--- src/rtl/fsk_tx.sv ---
// fsk_tx: serial FSK transmitter. A 9-bit word is sent LSB first, one BIT_TICKS window per bit.
// Latency: the first window starts on the cycle after a load is accepted; a frame lasts 9*BIT_TICKS cycles, then done pulses for one cycle.
// Backpressure: ready is high only in IDLE; a load seen while busy is ignored and data_in is not sampled.
// Build option: define FSK_TX_PARITY_EN to replace bit 8 of the latched word with even parity of data_in[7:0].
module fsk_tx #(
  parameter int BIT_TICKS = 64,
  parameter int F1_HALF   = 2,
  parameter int F0_HALF   = 8
) (
  input  logic       clk,
  input  logic       reset,
  input  logic [8:0] data_in,
  input  logic       load,
  output logic       ready,
  output logic       busy,
  output logic       done,
  output logic       bit_clk,
  output logic       fsk_out
);

  // Counter sizing: tick spans one bit window, tone spans the longer half-period.
  localparam int HALF_TICKS = BIT_TICKS / 2;
  localparam int TICK_W     = (BIT_TICKS > 2) ? $clog2(BIT_TICKS) : 1;
  localparam int HMAX       = (F1_HALF > F0_HALF) ? F1_HALF : F0_HALF;
  localparam int TONE_W     = (HMAX > 2) ? $clog2(HMAX) : 1;

  localparam logic [TICK_W-1:0] TICK_LAST = TICK_W'(BIT_TICKS - 1);
  localparam logic [TICK_W-1:0] TICK_HALF = TICK_W'(HALF_TICKS);
  localparam logic [TONE_W-1:0] F1_LAST   = TONE_W'(F1_HALF - 1);
  localparam logic [TONE_W-1:0] F0_LAST   = TONE_W'(F0_HALF - 1);
  localparam logic [3:0]        LAST_BIT  = 4'd8;

  typedef enum logic {
    IDLE = 1'b0,
    SEND = 1'b1
  } state_t;

  state_t              state_q, state_d;
  logic [8:0]          shreg_q, shreg_d;
  logic [3:0]          bit_idx_q, bit_idx_d;
  logic [TICK_W-1:0]   tick_q, tick_d;
  logic [TONE_W-1:0]   tone_q, tone_d;
  logic                fsk_q, fsk_d;
  logic                done_q, done_d;

  logic [8:0]          load_word;
  logic                cur_bit;
  logic [TONE_W-1:0]   tone_last;

`ifdef FSK_TX_PARITY_EN
  // Word as latched at load: bit 8 carries even parity of the low byte.
  always_comb begin
    load_word = {^data_in[7:0], data_in[7:0]};
  end
`else
  // Word as latched at load: all nine bits taken as given.
  always_comb begin
    load_word = data_in;
  end
`endif

  // Tone selection for the bit currently on the line.
  always_comb begin
    cur_bit   = shreg_q[bit_idx_q];
    tone_last = cur_bit ? F1_LAST : F0_LAST;
  end

  // State register and datapath registers; reset returns every output to idle at once.
  always_ff @(posedge clk or posedge reset) begin
    if (reset) begin
      state_q   <= IDLE;
      shreg_q   <= '0;
      bit_idx_q <= '0;
      tick_q    <= '0;
      tone_q    <= '0;
      fsk_q     <= 1'b0;
      done_q    <= 1'b0;
    end else begin
      state_q   <= state_d;
      shreg_q   <= shreg_d;
      bit_idx_q <= bit_idx_d;
      tick_q    <= tick_d;
      tone_q    <= tone_d;
      fsk_q     <= fsk_d;
      done_q    <= done_d;
    end
  end

  // Next-state logic: load acceptance, window sequencing and tone generation.
  always_comb begin
    state_d   = state_q;
    shreg_d   = shreg_q;
    bit_idx_d = bit_idx_q;
    tick_d    = tick_q;
    tone_d    = tone_q;
    fsk_d     = fsk_q;
    done_d    = 1'b0;

    unique case (state_q)
      IDLE: begin
        // Line stays quiet and counters parked at zero so every frame starts in phase.
        tick_d    = '0;
        tone_d    = '0;
        fsk_d     = 1'b0;
        bit_idx_d = '0;
        if (load) begin
          shreg_d = load_word;
          state_d = SEND;
        end
      end

      SEND: begin
        if (tick_q == TICK_LAST) begin
          // Window boundary: restart tone phase so the next window begins low.
          tick_d = '0;
          tone_d = '0;
          fsk_d  = 1'b0;
          if (bit_idx_q == LAST_BIT) begin
            bit_idx_d = '0;
            state_d   = IDLE;
            done_d    = 1'b1;
          end else begin
            bit_idx_d = bit_idx_q + 4'd1;
          end
        end else begin
          tick_d = tick_q + TICK_W'(1);
          if (tone_q == tone_last) begin
            tone_d = '0;
            fsk_d  = ~fsk_q;
          end else begin
            tone_d = tone_q + TONE_W'(1);
          end
        end
      end

      default: begin
        state_d = IDLE;
      end
    endcase
  end

  // Outputs decode directly from registered state, so reset clears them without a clock.
  always_comb begin
    ready   = (state_q == IDLE);
    busy    = (state_q == SEND);
    done    = done_q;
    bit_clk = (state_q == SEND) && (tick_q < TICK_HALF);
    fsk_out = fsk_q;
  end

endmodule
--- config.mk ---
export PLATFORM = sky130hd
export DESIGN_NAME = fsk_tx
export DESIGN_NICKNAME = d
export VERILOG_FILES = /design/src/rtl/fsk_tx.sv
export SDC_FILE = /design/constraint.sdc
export NUM_CORES = 1
export LEC_CHECK = 0
export CAP_MARGIN = 5
export CORE_AREA = 3 3 77 43
export DETAILED_ROUTE_END_ITERATION = 10
export DIE_AREA = 0 0 80 46
export PLACE_DENSITY_LB_ADDON = 0.1
export SLEW_MARGIN = 20
export SYNTH_ARGS = -nofsm -noshare
export SYNTH_HDL_FRONTEND = slang
export SYNTH_SLANG_ARGS = --single-unit
--- constraint.sdc ---
create_clock -name clk -period 2.2 [get_ports clk]
set_clock_uncertainty 0.15 [all_clocks]
set_input_delay 0.44 -clock clk [delete_from_list [all_inputs] [get_ports clk]]
set_output_delay 0.44 -clock clk [all_outputs]
set_load 0.03 [all_outputs]
=== After elaboration in Yosys (flattened, before gate mapping) ===
Index checks and enable logic that the tools add are counted.

* Equal/unequal tests: 5
* $add $sub $neg: 3
* Reductions and logical operators: 2
* Mux-type cells: 21
* Bitwise operators: 2
* Order comparisons: 2

{| class="wikitable"
|+ Operator list
! kind !! number
|-
| 6-bit case mux with 2 select lines || 1
|-
| 1-bit 2-to-1 mux || 9
|-
| 3-bit 2-to-1 mux || 3
|-
| 4-bit 2-to-1 mux || 2
|-
| 4-bit case mux with 2 select lines || 1
|-
| 6-bit by 1-bit adder with 6-bit output (second input constant) || 1
|-
| 6-bit equality test (second input constant) || 1
|-
| 6-bit < comparator (second input constant) || 1
|-
| 6-bit 2-to-1 mux || 1
|-
| 3-bit case mux with 2 select lines || 1
|-
| 4-bit by 5-bit < comparator with 1-bit output (second input constant) || 1
|-
| 4-bit by 1-bit adder with 4-bit output (second input constant) || 1
|-
| 1-bit binary-select mux with 4-bit select || 1
|-
| 4-bit equality test (second input constant) || 1
|-
| 1-bit case mux with 2 select lines || 2
|-
| 3-bit by 1-bit adder with 3-bit output (second input constant) || 1
|-
| 3-bit equality test || 1
|-
| 3-bit by 1-bit != test with 1-bit output (second input constant) || 1
|-
| 2-bit by 1-bit != test with 1-bit output (second input constant) || 1
|-
| 1-bit inverter || 2
|-
| 2-bit AND reduction || 1
|-
| 1-bit logical AND || 1
|}

* Register bits: 25
* Output and inout bits: 5
* Input port bits: 12
* Logic and storage cells: 42

=== Depth between registers and ports, before layout ===
* Depth in word-level cells: 7
* Depth in mapped cells: 7
* Depth with buffers taken out: 7

=== Worst setup path after synthesis ===
OpenSTA, ideal clock, no wires.

* Path kind: flip-flop to output port
* Start point: register state_q (netlist: busy)
* End point: output port bit_clk
* Arrival time: 1,537 ps
* Path slack: 73 ps
* Stages on the path, launching flop included: 3
* Cells stage by stage: dfrtp_1 clkinv_1 nor2_1

* Longest elaborated chain between the ends: 1

{| class="wikitable"
|+ Ends and longest elaborated chain
! item !! line !! source
|-
| start: declaration || 38 || <nowiki>state_t state_q, state_d;</nowiki>
|-
| start signal: assignment || 79 || <nowiki>state_q <= state_d;</nowiki>
|-
| 1-bit logical AND || 147 || <nowiki>bit_clk = (state_q == SEND) && (tick_q < TICK_HALF);</nowiki>
|-
| end: declaration || 17 || <nowiki>output logic bit_clk,</nowiki>
|}

Every way passes these cells.

=== Worst setup path after layout ===
Same ends and word-level chain as after synthesis.

==> flow_metrics.tcl <==
set metrics [dict create \
    power_density_nw_per_um2 918.9 \
    die_h_um 46 \
    r2r_cells 5 \
    post-route-util_pct 56.15 \
    synth-edff-count 0 \
    synth_top_family_by_area "multiplexers" \
    critPathTopFamily "buffers and inverters" \
    fmax_ghz 0.4752 \
    postCtsSetupBuffers 0 \
    peakVddDrop_uv 430.8 \
    layout-drive-gt1-share_pct 14.29 \
    cts_made_buffers 3 \
    dieArea_um2 3680 \
    finalWorstPathRequiredPeriod_ns 2.104 \
    p_total_mw 1.343 \
    cp_cell_sequence "clkinv_1 > nor2_1 > clkdlybuf4s50_1" \
    hpwl_um 1530 \
    path_max_fanout 4 \
    hold_class "reg2reg" \
    syn_to_final_growth_pct 23.08 \
    synth_cells 104 \
    wl_per_cell_um 12.63 \
    criticalPathCategory "reg2out" \
    yosysMostFrequentCell "dfrtp_1" \
    synth_warnings 0 \
    cts_hold_buf 0 \
    p_leak_nw 0.6585 \
    grt_pass1_wl_um 3781 \
    max_stage_delay_ns 0.67 \
    synthMuxAreaShare_pct 15.91 \
    synth_fa_ha_area_share_pct 4.215 \
    layout.nets 143 \
    fin_crit_sh_pct 95.65 \
    tightest_slew_ns 0.3297 \
    via_count 810 \
    synth.area.top_cells "dfrtp_1 53%, mux2_2 8.5%, mux4_1 4.4%, ha_1 4.2%, nor2_1 4.1%" \
    cts_resized 0 \
    synth_top_area_cell "dfrtp_1" \
    finalHoldViolCount 0 \
    pin_count 17 \
    crit_required_ns 1.61 \
    cts_tree "yes" \
    cts_root_buf "clkbuf_8" \
    yosysUniqueCellTypes 29 \
    path_depth 3 \
    cts_sinks 25 \
    grt_max_degree 26 \
    grt_overflow 0 \
    grt_use_total_pct 13.69 \
    diodes 0 \
    synth_top_area_share_pct 52.69 \
    core_um2 2603 \
    status "complete, no violations" \
    drtIter0Drc 56 \
    grt_pass1_vias 808 \
    max-slew-margin-rel_pct 77.95 \
    gp_congestion 0.8293 \
    drc 0 \
    clk_latency_ns 0.26 \
    port_buffers 16 \
    antenna_found_initial 0 \
    critPathLaunchType "register" \
    setup-violations-final 0 \
    clock_path_buffers 2 \
    end_kind "output pin" \
    async_reset_ff_share_pct 100.0 \
    drv_slew 0 \
    avgViaCountPerCell 4.969 \
    post_synth_xor_area_fraction_pct 2.950 \
    cts.clk_slew.worst_paths_ns 0.08 \
    synth-seq-area-share_pct 52.69 \
    rows 13 \
    crit_buf_inv 2 \
    synthTopCellsByCount "25 x dfrtp_1, 13 x nor2_1, 9 x mux2_2, 7 x nand2_1, 5 x a21oi_1" \
    die_x_um 80 \
    htree_levels 1 \
    netlist_area_um2 1187 \
    slowest_stage "clkdlybuf4s50_1" \
    setup_tns_ns 0 \
    ys_seq_elements 25 \
    dr.pass1.iters 4 \
    arrival_ns 1.51 \
    min_delay_path_depth 1 \
    synth_nets 120 \
    synth_compound_area_share_pct 6.322 \
    drt_wl_total_um 2058 \
    ant_nets 0 \
    ys.flop_type "dfrtp_1" \
    initial_core_util_pct 45.63 \
    cap_violations 0 \
    rsz0062_at_grt "false" \
    syn_area_per_cell_um2 11.42 \
    yosys.area_share.simple_pct 15.70 \
]
-- state kept, by name, indices dropped and copies added (netlist names) --
register   count
shreg_q        9
busy           1
fsk_out        1
done           1
tick_q         6
bit_idx_q      4
tone_q         3
-- stage by stage --
stage / area (um^2) / hold WS, ns / std cells / setup slack, ns
after global routing: 1461 / 0.3490 / 163 / 0.03103
after global placement: 1416 / 0.3061 / 159 / 0.2270
after detailed placement: 1416 / 0.3084 / 159 / 0.1507
final: 1461 / 0.3186 / 163 / 0.09562
after floorplan: 1187 / 0.2822 / 104 / 0.07272
after CTS: 1461 / 0.3198 / 163 / 0.07603
-- per-layer routing --
metal	GRT usage, %	vias up	share of wire [%]
met5	0	-	0
met4	1.010	0	0
met3	4.743	0	5.6
met2	20.56	18	42
met1	20.00	383	53
li1	-	409	-
-- area by class of cell --
cell class,count,area (um^2)
sequential,25,625.6
multi-input combinational,72,535.5
inverter,5,18.77
tap,37,46.29
timing repair buffer,20,190.2
clock buffer,4,45.04
fill,238,1141
-- power by group --
group / total (mW) / internal [mW] / switching, mW
combinational: 0.394 / 0.226 / 0.168
sequential: 0.681 / 0.594 / 0.0873
clock: 0.268 / 0.129 / 0.139
-- cell families (layout without fill, tap and decap cells) --
logic type	count (synthesis)	count (layout)
flops	25	25
mux	14	14
compound gates	13	13
simple gates	37	37
fa+ha+maj	4	4
xor+xnor	4	4
buf+inv	7	29
-- final timing paths --
check,start,to,slack (ns)
max in group asynchronous,reset,tick_q[0],1.29
min reg2reg,tick_q[0],tick_q[0],0.32
min,tick_q[0],tick_q[0],0.32
max reg2reg,bit_idx_q[1],fsk_out,0.15
min in group asynchronous,reset,shreg_q[1],0.36
max,busy,bit_clk,0.1
-- cells in the final DEF, fill, tap and decap left out, drive strengths merged, types with 2 or more instances in the layout --
master / n
nor2: 13
clkbuf: 4
and2: 2
dfrtp: 25
or3: 2
ha: 4
mux2i: 2
nand3: 4
buf: 4
nand2: 7
inv: 4
mux4: 2
mux2: 10
o21ai: 3
and3: 4
clkdlybuf4s50: 16
xnor2: 2
xor2: 2
a31oi: 2
a21oi: 5
No activity file was read; power rests on OpenSTA's default activity.
